### config.mk
export PLATFORM = sky130hd
export DESIGN_NAME = fetch_stage
export DESIGN_NICKNAME = d
export VERILOG_FILES = /design/src/rtl/fetch_stage.sv
export SDC_FILE = /design/constraint.sdc
export NUM_CORES = 1
export LEC_CHECK = 0
export ABC_AREA = 0
export CAP_MARGIN = 40
export CORE_UTILIZATION = 30
export DETAILED_ROUTE_END_ITERATION = 8
export PLACE_DENSITY_LB_ADDON = 0.08
export SLEW_MARGIN = 25
export SYNTH_ARGS = -nofsm -noshare
export SYNTH_HDL_FRONTEND = slang
export SYNTH_SLANG_ARGS = --single-unit
### constraint.sdc
create_clock -name clk -period 2.39 [get_ports clk]
set_input_delay 0.478 -clock clk [delete_from_list [all_inputs] [get_ports clk]]
set_output_delay 0.478 -clock clk [all_outputs]
set_load 0.05 [all_outputs]
### src/rtl/fetch_stage.sv
// Instruction fetch front end: owns the fetch PC, issues halfword reads and queues fetched words for ID.
// Latency: a word is visible on o_ir_id two cycles after its read is issued (issue, response capture, present).
// Backpressure: i_stall_id holds the queue head; issue stops once queued plus in-flight words reach DEPTH.
module fetch_stage #(
  parameter int                 ADDR_W   = 16,
  parameter int                 DEPTH    = 2,
  parameter logic [ADDR_W-1:0]  RESET_PC = '0,
  parameter logic [15:0]        NOP_IR   = 16'hBF00
) (
  input  logic              clk,
  input  logic              rst,
  input  logic [1:0]        i_addr_mode,
  input  logic [ADDR_W-1:0] i_branch_target,
  input  logic              i_stall_id,
  output logic              o_mem_rd_en,
  output logic [ADDR_W-1:0] o_mem_addr,
  input  logic [15:0]       i_mem_rdata,
  output logic [15:0]       o_ir_id,
  output logic              o_ir_valid,
  output logic [ADDR_W-1:0] o_pc_id
);

  localparam int PTR_W = $clog2(DEPTH);
  localparam int CNT_W = $clog2(DEPTH + 1);
  localparam logic [CNT_W:0]   DEPTH_OCC = (CNT_W + 1)'(DEPTH);
  localparam logic [CNT_W-1:0] DEPTH_CNT = CNT_W'(DEPTH);

  logic [ADDR_W-1:0]             pc_q, pc_d;
  logic [ADDR_W-1:0]             inflight_pc_q, inflight_pc_d;
  logic                          inflight_q, inflight_d;
  logic                          discard_q, discard_d;
  logic [CNT_W-1:0]              count_q, count_d;
  logic [PTR_W-1:0]              rptr_q, rptr_d;
  logic [PTR_W-1:0]              wptr_q, wptr_d;
  logic [DEPTH-1:0][15:0]        ir_q, ir_d;
  logic [DEPTH-1:0][ADDR_W-1:0]  qpc_q, qpc_d;

  logic              redirect;
  logic              issue;
  logic              wr_en;
  logic              pop;
  logic [CNT_W:0]    occupancy;

  // Port arbitration, issue credit and queue handshake decisions for this cycle
  always_comb begin
    redirect  = (i_addr_mode == 2'b10);
    // Pops this cycle do not free credit: occupancy counts current entries plus the outstanding read
    occupancy = {1'b0, count_q} + {{CNT_W{1'b0}}, inflight_q};
    issue     = (i_addr_mode == 2'b00) && (occupancy < DEPTH_OCC) && !rst;
    wr_en     = inflight_q && !discard_q && !redirect;
    pop       = (count_q != '0) && !i_stall_id && !redirect;
  end

  // Memory request and head-of-queue presentation to ID
  always_comb begin
    o_mem_rd_en = issue;
    o_mem_addr  = pc_q;
    o_ir_valid  = (count_q != '0);
    o_ir_id     = o_ir_valid ? ir_q[rptr_q]  : NOP_IR;
    o_pc_id     = o_ir_valid ? qpc_q[rptr_q] : '0;
  end

  // Next-state: PC advance, in-flight tracking, queue write/pop, redirect flush
  always_comb begin
    pc_d          = pc_q;
    inflight_pc_d = inflight_pc_q;
    inflight_d    = 1'b0;
    discard_d     = 1'b0;
    count_d       = count_q;
    rptr_d        = rptr_q;
    wptr_d        = wptr_q;
    ir_d          = ir_q;
    qpc_d         = qpc_q;

    if (issue) begin
      pc_d          = pc_q + ADDR_W'(2);
      inflight_pc_d = pc_q;
      inflight_d    = 1'b1;
    end

    if (redirect) begin
      // Redirect wins over everything; a read already outstanding must not land later
      pc_d      = {i_branch_target[ADDR_W-1:1], 1'b0};
      discard_d = inflight_q;
      count_d   = '0;
      rptr_d    = '0;
      wptr_d    = '0;
    end else begin
      if (wr_en) begin
        ir_d[wptr_q]  = i_mem_rdata;
        qpc_d[wptr_q] = inflight_pc_q;
        wptr_d        = wptr_q + PTR_W'(1);
      end
      if (pop) begin
        rptr_d = rptr_q + PTR_W'(1);
      end
      case ({wr_en, pop})
        2'b10:   count_d = count_q + CNT_W'(1);
        2'b01:   count_d = count_q - CNT_W'(1);
        default: count_d = count_q;
      endcase
    end
  end

  // Control state registers with synchronous reset
  always_ff @(posedge clk) begin
    if (rst) begin
      pc_q          <= RESET_PC;
      inflight_pc_q <= '0;
      inflight_q    <= 1'b0;
      discard_q     <= 1'b0;
      count_q       <= '0;
      rptr_q        <= '0;
      wptr_q        <= '0;
    end else begin
      pc_q          <= pc_d;
      inflight_pc_q <= inflight_pc_d;
      inflight_q    <= inflight_d;
      discard_q     <= discard_d;
      count_q       <= count_d;
      rptr_q        <= rptr_d;
      wptr_q        <= wptr_d;
    end
  end

  // Queue storage; contents are only meaningful under count_q so no reset needed
  always_ff @(posedge clk) begin
    ir_q  <= ir_d;
    qpc_q <= qpc_d;
  end

  // The issue credit rule must make a write into a full queue unreachable
  always_ff @(posedge clk) begin
    if (!rst) begin
      assert (!(wr_en && (count_q == DEPTH_CNT)));
    end
  end

endmodule

==> qor.yml, run 1 <==
run_status:
  run_status: "complete, but fails checks"
  violations_in_the_final_reports: "design-rule violations"
floorplan:
  fp.dieArea_sq_um: 14000
  num_rows: 42
  die-height_microns: 118
  floorplan.io_pins: 87
  core_area_sq_um: 13200
  die_width_microns: 118
  initial_core_util_pct: 30.7
timing:
  final-setup-viol-count: 0
  final_critical_path_time_including_i_o_delays_and_setup_ns: 2.21
  tns_ns: 0
  finalHoldViolCount: 0
  timing.slew.headroom_pct: 66.0
  max_slew.worst_pin.slew_ns: 0.508
  rsz0062_at_grt: "false"
  timing.clock.skew_ns: 0.00671
  report.final.slew_viol_count: 0
  fmax_mhz: 453
  timing.final.crit_share_pct: 92.3
critical_path:
  cp_max_fanout: 27
  ff2ff_path_depth: 4
  critical_path.endpoint_type: "output pin"
  required_ns: 1.91
  reg2reg_slack_ns: 0.67
  crit_arrival_ns: 1.73
  worst_setup_path_start_kind: "register"
  rr_startpoint: "count_q[1]$_SDFFE_PP0P_"
  r2r_end: "o_mem_addr[12]$_SDFFE_PP0P_"
  category_of_the_most_critical_setup_path: "reg -> out"
clocking:
  holdBufCountCts: 0
  htree_levels: 3
  ctsLongestPathBuffers: 2
  worstSkewPairLatency_ns: 0.34
  cts.sinks: 98
  cts-buffers-inserted: 9
  tritoncts: "yes"
  cts_setup_buffers: 0
  clock-root-buffer: "sky130_fd_sc_hd__clkbuf_16"
  path_clk_slew_ns: 0.07
hold_path:
  hold-path-cell-count: 0
  worstHoldEndpoint: "qpc_q[21]$_DFFE_PP_"
  hp-class: "reg -> reg"
  hold_path.startpoint: "inflight_pc_q[5]$_SDFFE_PP0P_"
finish:
  final.fill_count: 1241
  most-common-layout-cells: "sky130_fd_sc_hd__edfxtp_1 (62), sky130_fd_sc_hd__clkdlybuf4s50_1 (50), sky130_fd_sc_hd__nand2_1 (40)"
  drive_gt1_share_pct: 17.9
  finalCoreUtilization_pct: 42.5
  growth_of_design_area_from_synthesis_to_finish_pct: 38.2
  number_of_antenna_repair_diodes: 0
  finalNetCount: 458
  leading_cell_type_in_the_layout_fill_and_taps_excluded: "sky130_fd_sc_hd__edfxtp_1"
synthesis:
  number_of_enable_type_register_cells_in_the_synthesized_netlist: 62
  seq_area_frac_synth_pct: 63.7
  synth.distinct_cells: 45
  mappedNetlistArea_sq_um: 4050
  yosys.area_share.simple_pct: 16.8
  synth_xor_xnor_area_share_pct: 1.95
  postSynthAreaPerCell_sq_um: 12.4
  combinational_family_with_the_most_area_after_synthesis: "simple AND/OR/NAND/NOR gates"
  flip_flop_cell_with_the_highest_count_after_synthesis: "sky130_fd_sc_hd__edfxtp_1"
  synth-compound-area-share_pct: 5.87
  synth_largest_area_cell: "sky130_fd_sc_hd__edfxtp_1"
  synth-warning-count: 0
  ys_ff_latch: 98
  postSynthCellCount: 328
  synth.area.top_cells: "sky130_fd_sc_hd__edfxtp_1 (46%), sky130_fd_sc_hd__dfxtp_1 (18%), sky130_fd_sc_hd__mux2i_1 (7.7%)"
  asyncSetResetFlopFracSynth_pct: 0
  synth_adder_area_share_pct: 0.617
  post_synth_mux_area_share_pct: 7.93
  yosys.area.top_type_share_pct: 45.9
route:
  avgRoutedWirePerCell_microns: 14.8
  drtPass1Iterations: 6
  drt.antenna.violating_nets: 0
  wl_met2_microns: 3930
  routed_via_density: 4.69
  topRoutingLayerUsed: "met4"
  met3_length_microns: 377
  violation_count_after_the_first_detailed_route_iteration: 128
  vias: 2813
  drc_errors: 1
  drt-met1-wl_microns: 4400
  totalWireLength_microns: 8850
global_route:
  number_of_global_route_vias_before_repair: 2797
  grt_remaining_overflow: 0
  antenna_found_initial: 0
  wire_length_of_the_first_global_routing_pass_microns: 14400
  pin_count_of_the_biggest_net_entering_global_routing: 36
  globalRouteTotalUtil_pct: 13.5
placement:
  port_buffers: 83
  place_congestion: 0.682
  detailed_place_hpwl_microns: 5690
power:
  power.density_nw_per_um2: 670
  irDropWorstVdd_mv: 0.268
  leakage_component_of_the_power_nw: 1.94
job:
  max-cap-violations: 0
[repair_timing]
action / 4_1_cts / 5_1_grt
gates resized for setup: 0 / 1
setup endpoints to repair: 0 / 7
endpoints found under the hold margin: 0 / 0
[state kept, by name (all words and copies together), names as in the netlist]
signal and count:
ir_q 32, discard_q 1, o_mem_addr 15, inflight_q 1, rptr_q 1, count_q 2
inflight_pc_q 15, qpc_q 30, wptr_q 1
[worst max-delay path, cell delays in order (launching register included)]
cell and delay, ns:
sky130_fd_sc_hd__dfxtp_1 0.37, sky130_fd_sc_hd__nor2_2 0.12, sky130_fd_sc_hd__buf_4 0.33, sky130_fd_sc_hd__clkinvlp_4 0.25, sky130_fd_sc_hd__nand2_1 0.16, sky130_fd_sc_hd__buf_12 0.15
[power by group]
| part | internal, W | leakage (nW) | switching, W | total, W |
|---|---|---|---|---|
| logic | 0.000208 | 0.973 | 0.000291 | 0.000499 |
| clock network | 0.000724 | 0.137 | 0.000650 | 0.00137 |
| registers | 0.00184 | 0.826 | 0.0000383 | 0.00188 |
[worst max-delay path by stage]
| stage | cells after the start | end | startpoint |
|---|---|---|---|
| finish | 5 | o_ir_id[15] | count_q[1]$_SDFFE_PP0P_ |
| floorplan | 3 | ir_q[0]$_DFFE_PP_ | i_addr_mode[0] |
| detailed placement | 5 | o_mem_addr[10]$_SDFFE_PP0P_ | i_addr_mode[1] |
| CTS | 5 | o_ir_id[15] | count_q[1]$_SDFFE_PP0P_ |
| global route | 5 | o_ir_id[15] | count_q[1]$_SDFFE_PP0P_ |
| global placement | 5 | o_mem_addr[12]$_SDFFE_PP0P_ | i_addr_mode[1] |
[layout make-up]
type	count	area, sq um	area share (%)
clock buffer	9	225	4.02
clock inverter	7	60.1	1.07
inverter	5	23.8	0.424
multi-input combinational	206	1370	24.4
sequential	98	2580	46.1
tap	176	220	3.93
timing repair buffer	99	1120	20.0
[cells in the mapped netlist, types with 2 or more instances]
library cell / n
sky130_fd_sc_hd__buf_2: 4
sky130_fd_sc_hd__nand2_1: 40
sky130_fd_sc_hd__edfxtp_1: 62
sky130_fd_sc_hd__nand3b_1: 15
sky130_fd_sc_hd__nand3_1: 5
sky130_fd_sc_hd__inv_1: 3
sky130_fd_sc_hd__a22oi_1: 2
sky130_fd_sc_hd__dfxtp_1: 36
sky130_fd_sc_hd__xor2_1: 3
sky130_fd_sc_hd__nand2b_1: 2
sky130_fd_sc_hd__nor4_1: 5
sky130_fd_sc_hd__ha_1: 2
sky130_fd_sc_hd__a211oi_1: 6
sky130_fd_sc_hd__nand4_1: 3
sky130_fd_sc_hd__and3_1: 6
sky130_fd_sc_hd__mux2i_1: 31
sky130_fd_sc_hd__and4_1: 4
sky130_fd_sc_hd__a21oi_1: 3
sky130_fd_sc_hd__a311oi_1: 4
sky130_fd_sc_hd__and2_1: 2
sky130_fd_sc_hd__nor2_1: 42
sky130_fd_sc_hd__buf_4: 4
sky130_fd_sc_hd__xnor2_1: 6
sky130_fd_sc_hd__clkbuf_1: 11
sky130_fd_sc_hd__nor3_1: 6
sky130_fd_sc_hd__a31oi_1: 2
[cell families after synthesis]
| kind of cell | count (synthesis) |
|---|---|
| mux | 32 |
| fa+ha+maj | 2 |
| compound gates | 26 |
| xor+xnor | 9 |
| flops | 98 |
| other cells | 1 |
| buf+inv | 25 |
| simple gates | 135 |
[metrics by stage]
stage	power, W	worst slack (ns)	cell area [sq um]	hold slack, ns	instances
after floorplan	0.00219	-0.0987	4060	0.425	329
after global placement	0.00241	0.138	5310	0.433	584
after detailed placement	0.00242	0.0884	5310	0.445	584
after CTS	0.00380	0.0544	5600	0.462	600
after global routing	0.00389	0.0286	5600	0.482	600
final	0.00375	0.184	5600	0.458	600
[per-layer routing]
layer	track usage, %	up-vias
met2	20.8	72
met1	18.2	1363
met3	2.85	10
met5	0	-
li1	-	1368
met4	5.53	0
Power figures use the tool's default switching activity.
==> run 2: changes to the inputs <==
- CORE_UTILIZATION: 30 -> 39
- HOLD_SLACK_MARGIN: unset -> 0.03
==> run 2 against run 1 <==
Compared with the run above:
- clock power shrank 4%
- the run now ends clean
- maximum frequency shrank 2.3%
- highest routed layer unchanged
- power shrank 0.86%
- wire length shrank 6.2%
- count of clock-buffer cells in the layout grew 1
- register-to-register slack lost 0.13 ns
- global-route usage grew 2.9 points
==> qor.yml, run 2 (synthesized netlist as in run 1, its figures left out) <==
run_status:
  run_status: "completed"
clocking:
  holdBufCountCts: 0  # unchanged
  cts.sinks: 98  # unchanged
  cts_resized: 0  # unchanged
  path_clk_slew_ns: 0.10  # +0.03 ns
  cts_setup_buffers: 0  # unchanged
  ctsLongestPathBuffers: 2  # unchanged
  worstSkewPairLatency_ns: 0.36  # +0.02 ns
  cts-buffers-inserted: 9  # unchanged
  clock-root-buffer: "sky130_fd_sc_hd__clkbuf_8"
  tritoncts: "yes"
  htree_levels: 3  # unchanged
timing:
  max_slew.worst_pin.slew_ns: 0.506  # -0.00257 ns
  report.final.slew_viol_count: 0  # unchanged
  finalHoldViolCount: 0  # unchanged
  timing.slew.headroom_pct: 66.2  # +0.17 points
  rsz0062_at_grt: "false"
  fmax_mhz: 443  # -2.3%
  timing.clock.skew_ns: 0.0116  # +0.00494 ns
  final-setup-viol-count: 0  # unchanged
  timing.final.crit_share_pct: 94.5  # +2.2 points
  final_critical_path_time_including_i_o_delays_and_setup_ns: 2.26  # +0.0524 ns
placement:
  detailed_place_hpwl_microns: 5600  # -1.5%
  dpl_cell_area_sq_um: 5440  # +2.4%
  place_congestion: 0.827  # +21%
  port_buffers: 83  # unchanged
route:
  totalWireLength_microns: 8300  # -6.2%
  routed_via_density: 4.98  # +6.3%
  violation_count_after_the_first_detailed_route_iteration: 88  # -31%
  avgRoutedWirePerCell_microns: 14.9  # +1.2%
  drtPass1Iterations: 4  # -2
  vias: 2771  # -1.5%
  drc_errors: 0  # -1
  drt.antenna.violating_nets: 0  # unchanged
floorplan:
  fp.dieArea_sq_um: 10800  # -23%
  die_width_microns: 104  # -12%
  num_rows: 36  # -14%
  initial_core_util_pct: 40.9  # +10 points
  die-height_microns: 104  # -12%
  core_area_sq_um: 9910  # -25%
  floorplan.io_pins: 87  # unchanged
power:
  power_report.internal_total_w: 0.00283  # +2.1%
  irDropWorstVdd_mv: 0.389  # +45%
  combPwrFrac_pct: 14.1  # +0.8 points
  power_switching_share_pct: 23.9  # -2.2 points
  power.density_nw_per_um2: 653  # -2.5%
  clock_power_share_pct: 35.4  # -1.3 points
  leakage_component_of_the_power_nw: 1.97  # +1.7%
  report.power.total_w: 0.00372  # -0.86%
  power_frac_seq_pct: 50.5  # +0.5 points
  power.net_switching_w: 0.000888  # -9.3%
global_route:
  pin_count_of_the_biggest_net_entering_global_routing: 36  # unchanged
  wire_length_of_the_first_global_routing_pass_microns: 13800  # -4.4%
  globalRouteTotalUtil_pct: 16.3  # +2.9 points
  number_of_global_route_vias_before_repair: 2754  # -1.5%
  grt_remaining_overflow: 0  # unchanged
  antenna_found_initial: 0  # unchanged
finish:
  largest_reg_flops: 32  # unchanged
  multi_input_comb_area_sq_um: 1370  # unchanged
  leading_cell_type_in_the_layout_fill_and_taps_excluded: "sky130_fd_sc_hd__edfxtp_1"
  drive_gt1_share_pct: 17.7  # -0.19 points
  final.fill_count: 830  # -33%
  reg.largest.list: "ir_q: 32 flops, qpc_q: 30 flops"
  finalNetCount: 457  # -0.22%
  number_of_antenna_repair_diodes: 0  # unchanged
  layout.cell_area.non_filler_sq_um: 5700  # +1.7%
  growth_of_design_area_from_synthesis_to_finish_pct: 40.6
  most-common-layout-cells: "sky130_fd_sc_hd__edfxtp_1 (62), sky130_fd_sc_hd__clkdlybuf4s50_1 (50), sky130_fd_sc_hd__nand2_1 (40)"
  regMostFlops: "ir_q"
  layout.area.seq_sq_um: 2580  # unchanged
critical_path:
  cp_max_fanout: 8  # -70%
  crit_arrival_ns: 1.78  # +0.05 ns
  worst_setup_path_start_kind: "input port"
  category_of_the_most_critical_setup_path: "in -> out"
  required_ns: 1.91  # about the same
  critical_path.endpoint_type: "output pin"
hold_path:
  hp-class: "reg -> reg"
job:
  max-cap-violations: 0  # unchanged
[run 2: area by class of cell]
type,count,share of cell area [%]
clock buffer,10,2.61
timing repair buffer,98,22.8
clock inverter,6,1.93
multi-input combinational,206,24.0
tap,133,2.92
sequential,98,45.4
inverter,5,0.351
[run 2: final timing paths]
check                                                   start                           to  slack, ns  cells past startpoint
worst max-delay path                           i_addr_mode[1]                  o_mem_rd_en       0.13                      5
worst min-delay path            inflight_pc_q[7]$_SDFFE_PP0P_           qpc_q[7]$_DFFE_PP_       0.46                      0
worst max register to register     o_mem_addr[5]$_SDFFE_PP0P_  o_mem_addr[15]$_SDFFE_PP0P_       0.54                      4
worst min register to register  inflight_pc_q[7]$_SDFFE_PP0P_           qpc_q[7]$_DFFE_PP_       0.46                      0
[run 2: critical path: stages]
cell and delay (ns):
sky130_fd_sc_hd__clkdlybuf4s50_1 0.47, sky130_fd_sc_hd__nor4_4 0.44, sky130_fd_sc_hd__nand2_4 0.08, sky130_fd_sc_hd__clkinv_2 0.16, sky130_fd_sc_hd__buf_12 0.16
[run 2: layer usage]
| layer | GRT usage, % | wire [microns] | up-vias |
|---|---|---|---|
| met2 | 26.2 | 3860 | 101 |
| met3 | 4.07 | 479 | 9 |
| met1 | 21.2 | 3820 | 1297 |
| met5 | 0 | 0 | - |
| met4 | 6.43 | 140 | 0 |
| li1 | - | - | 1364 |
[run 2: stage by stage]
step | TNS, ns | instances | hold WS [ns] | setup WS, ns | utilization, %
after floorplan | -6.12 | 329 | 0.425 | -0.0987 | -
after global placement | 0 | 540 | 0.435 | 0.0333 | 54.9
after detailed placement | -0.0107 | 540 | 0.445 | -0.0103 | 54.9
after CTS | 0 | 556 | 0.468 | 0.119 | 57.5
after global routing | 0 | 556 | 0.485 | 0.0628 | 57.5
final | 0 | 556 | 0.463 | 0.132 | 57.5
[run 2: power by group through the flow]
| stage | logic (W) | clock network, W | registers, W |
|---|---|---|---|
| after global routing | 0.000552 | 0.00143 | 0.00189 |
| after floorplan | 0.000226 | 0 | 0.00196 |
| final | 0.000523 | 0.00132 | 0.00188 |
| after detailed placement | 0.000527 | 0 | 0.00192 |
| after CTS | 0.000528 | 0.00134 | 0.00188 |
| after global placement | 0.000522 | 0 | 0.00191 |
==> run 3: changes to the inputs <==
- CORE_UTILIZATION: 39 -> 45
==> run 3 against run 2 <==
Compared with the run above:
- sequential power about the same
- combinational power decreased by 1%
- count of clock-buffer cells in the layout stayed put
- cell count shrank 4.7%
- critical path type unchanged
- critical endpoint unchanged
- largest power group unchanged
- highest routed layer unchanged
==> qor.yml, run 3 (synthesized netlist as in run 1, its figures left out) <==
run_status:
  run_status: "completed"
route:
  drc_errors: 0  # unchanged
  vias: 2822  # +1.8%
  drt.antenna.violating_nets: 0  # unchanged
  avgRoutedWirePerCell_microns: 15.1  # +1.2%
  totalWireLength_microns: 8010  # -3.5%
  violation_count_after_the_first_detailed_route_iteration: 114  # +30%
  routed_via_density: 5.32  # +6.8%
  drtPass1Iterations: 4  # unchanged
finish:
  reg.largest.list: "ir_q: 32 flops, qpc_q: 30 flops"
  layout.area.seq_sq_um: 2580  # unchanged
  regMostFlops: "ir_q"
  number_of_antenna_repair_diodes: 0  # unchanged
  finalCoreUtilization_pct: 64.1  # +6.6 points
  drive_gt1_share_pct: 17.5  # -0.19 points
  layout.cell_area.non_filler_sq_um: 5590  # -1.9%
  most-common-layout-cells: "sky130_fd_sc_hd__edfxtp_1 (62), sky130_fd_sc_hd__clkdlybuf4s50_1 (50), sky130_fd_sc_hd__nand2_1 (40)"
  growth_of_design_area_from_synthesis_to_finish_pct: 37.9
  leading_cell_type_in_the_layout_fill_and_taps_excluded: "sky130_fd_sc_hd__edfxtp_1"
  final.fill_count: 686  # -17%
  finalNetCount: 456  # -0.22%
  largest_reg_flops: 32  # unchanged
  multi_input_comb_area_sq_um: 1370  # +0.37%
critical_path:
  critical_path.endpoint_type: "output pin"
  critPathTopFamily: "buffers and inverters"
  timing.critical_path.slowest_cell_delay_ns: 0.46  # about the same
  rr_startpoint: "o_mem_addr[1]$_SDFFE_PP0P_"
  worst_setup_path_start_kind: "input port"
  worstPathCellList: "clkdlybuf4s50_1 -> nor4_4 -> nand2_4 -> clkinv_2 -> buf_12"
  ff2ff_path_depth: 5  # +1
  critical_path.n_buffers_inverters: 3  # unchanged
  slowest_stage: "sky130_fd_sc_hd__clkdlybuf4s50_1"
  r2r_end: "o_mem_addr[15]$_SDFFE_PP0P_"
  category_of_the_most_critical_setup_path: "in -> out"
  reg2reg_slack_ns: 0.58  # +0.04 ns
  cp_max_fanout: 9  # +1
  crit_arrival_ns: 1.79  # about the same
  required_ns: 1.91  # about the same
timing:
  rsz0062_at_grt: "false"
  fmax_mhz: 441  # -0.37%
  max_slew.worst_pin.slew_ns: 0.516  # +0.00979 ns
  report.final.slew_viol_count: 0  # unchanged
  timing.final.crit_share_pct: 94.8  # +0.35 points
  finalHoldViolCount: 0  # unchanged
  timing.slew.headroom_pct: 65.5  # -0.65 points
  timing.clock.skew_ns: 0.0102  # -0.00149 ns
  final-setup-viol-count: 0  # unchanged
  final_critical_path_time_including_i_o_delays_and_setup_ns: 2.27  # +0.00842 ns
clocking:
  worstSkewPairLatency_ns: 0.35  # about the same
  tritoncts: "yes"
  cts_setup_buffers: 0  # unchanged
  ctsLongestPathBuffers: 2  # unchanged
  cts-buffers-inserted: 9  # unchanged
  path_clk_slew_ns: 0.09  # about the same
  cts.sinks: 98  # unchanged
  clock-root-buffer: "sky130_fd_sc_hd__clkbuf_8"
  htree_levels: 3  # unchanged
power:
  clock_power_share_pct: 29.2  # -6.2 points
  power.density_nw_per_um2: 606  # -7.1%
  irDropWorstVdd_mv: 0.289  # -26%
  leakage_component_of_the_power_nw: 1.94  # -1.7%
  power_frac_seq_pct: 55.5  # +5.0 points
  power.net_switching_w: 0.000878  # -1.1%
  combPwrFrac_pct: 15.2  # +1.1 points
  power_switching_share_pct: 25.9  # +2.0 points
  power_report.internal_total_w: 0.00251  # -11%
floorplan:
  fp.dieArea_sq_um: 9390  # -13%
  die_width_microns: 96.9  # -6.8%
  floorplan.io_pins: 87  # unchanged
  core_area_sq_um: 8720  # -12%
  initial_core_util_pct: 46.5  # +5.6 points
  num_rows: 34  # -5.6%
  die-height_microns: 96.9  # -6.8%
job:
  max-cap-violations: 0  # unchanged
hold_path:
  hold_path.startpoint: "inflight_pc_q[11]$_SDFFE_PP0P_"
  hold-path-cell-count: 0  # unchanged
  worstHoldEndpoint: "qpc_q[27]$_DFFE_PP_"
  hp-class: "reg -> reg"
global_route:
  pin_count_of_the_biggest_net_entering_global_routing: 36  # unchanged
  antenna_found_initial: 0  # unchanged
  wire_length_of_the_first_global_routing_pass_microns: 13400  # -2.9%
  number_of_global_route_vias_before_repair: 2755  # +0.036%
  grt_remaining_overflow: 0  # unchanged
  globalRouteTotalUtil_pct: 17.9  # +1.5 points
placement:
  dpl_cell_area_sq_um: 5400  # -0.71%
  place_congestion: 0.779  # -5.7%
  port_buffers: 83  # unchanged
  detailed_place_hpwl_microns: 5460  # -2.6%
[run 3: layout make-up]
type,count,share of cell area (%)
clock buffers,10,2.66
clock inverters,6,0.671
inverters,5,0.358
multi-input cells,206,24.6
flip-flops and latches,98,46.2
well taps,108,2.42
repair buffers,97,23.1
[run 3: metrics by stage]
step,std cells,total power [W],setup WS (ns),hold WS [ns],setup TNS (ns)
4_1_cts,530,0.00342,0.108,0.465,0
2_1_floorplan,329,0.00219,-0.0987,0.425,-6.12
5_1_grt,530,0.00353,0.0626,0.479,0
3_3_place_gp,514,0.00243,0.122,0.436,0
3_5_place_dp,514,0.00244,0.108,0.443,0
6_report,530,0.00339,0.124,0.465,0
[run 3: timing repair]
| item | CTS | global route |
|---|---|---|
| resized for setup | 1 | 0 |
| hold buffers | 0 | 0 |
| endpoints found under the setup margin | 7 | 0 |
| endpoints found under the hold margin | 0 | 0 |
[run 3: worst max path at each step]
stage / depth (start not counted) / startpoint / to
after floorplan: 3 / i_addr_mode[0] / ir_q[0]$_DFFE_PP_
after global placement: 5 / i_addr_mode[1] / o_mem_rd_en
after detailed placement: 5 / i_addr_mode[1] / o_mem_rd_en
after CTS: 5 / i_addr_mode[1] / o_mem_rd_en
after global routing: 5 / i_addr_mode[1] / o_mem_rd_en
final: 5 / i_addr_mode[1] / o_mem_rd_en
[run 3: power groups by stage]
stage	clock network [W]	registers, W	logic, W
floorplan	0	0.00196	0.000226
global placement	0	0.00192	0.000512
detailed placement	0	0.00192	0.000518
CTS	0.00102	0.00188	0.000521
global route	0.00110	0.00189	0.000543
finish	0.000990	0.00188	0.000516
[run 3: per-layer routing]
metal | vias to the layer above | track usage (%) | share of wire (%)
li1 | 1367 | - | -
met1 | 1369 | 23.5 | 47
met2 | 80 | 29.4 | 48
met3 | 6 | 3.47 | 4.0
met4 | 0 | 6.43 | 1.1
met5 | - | 0 | 0
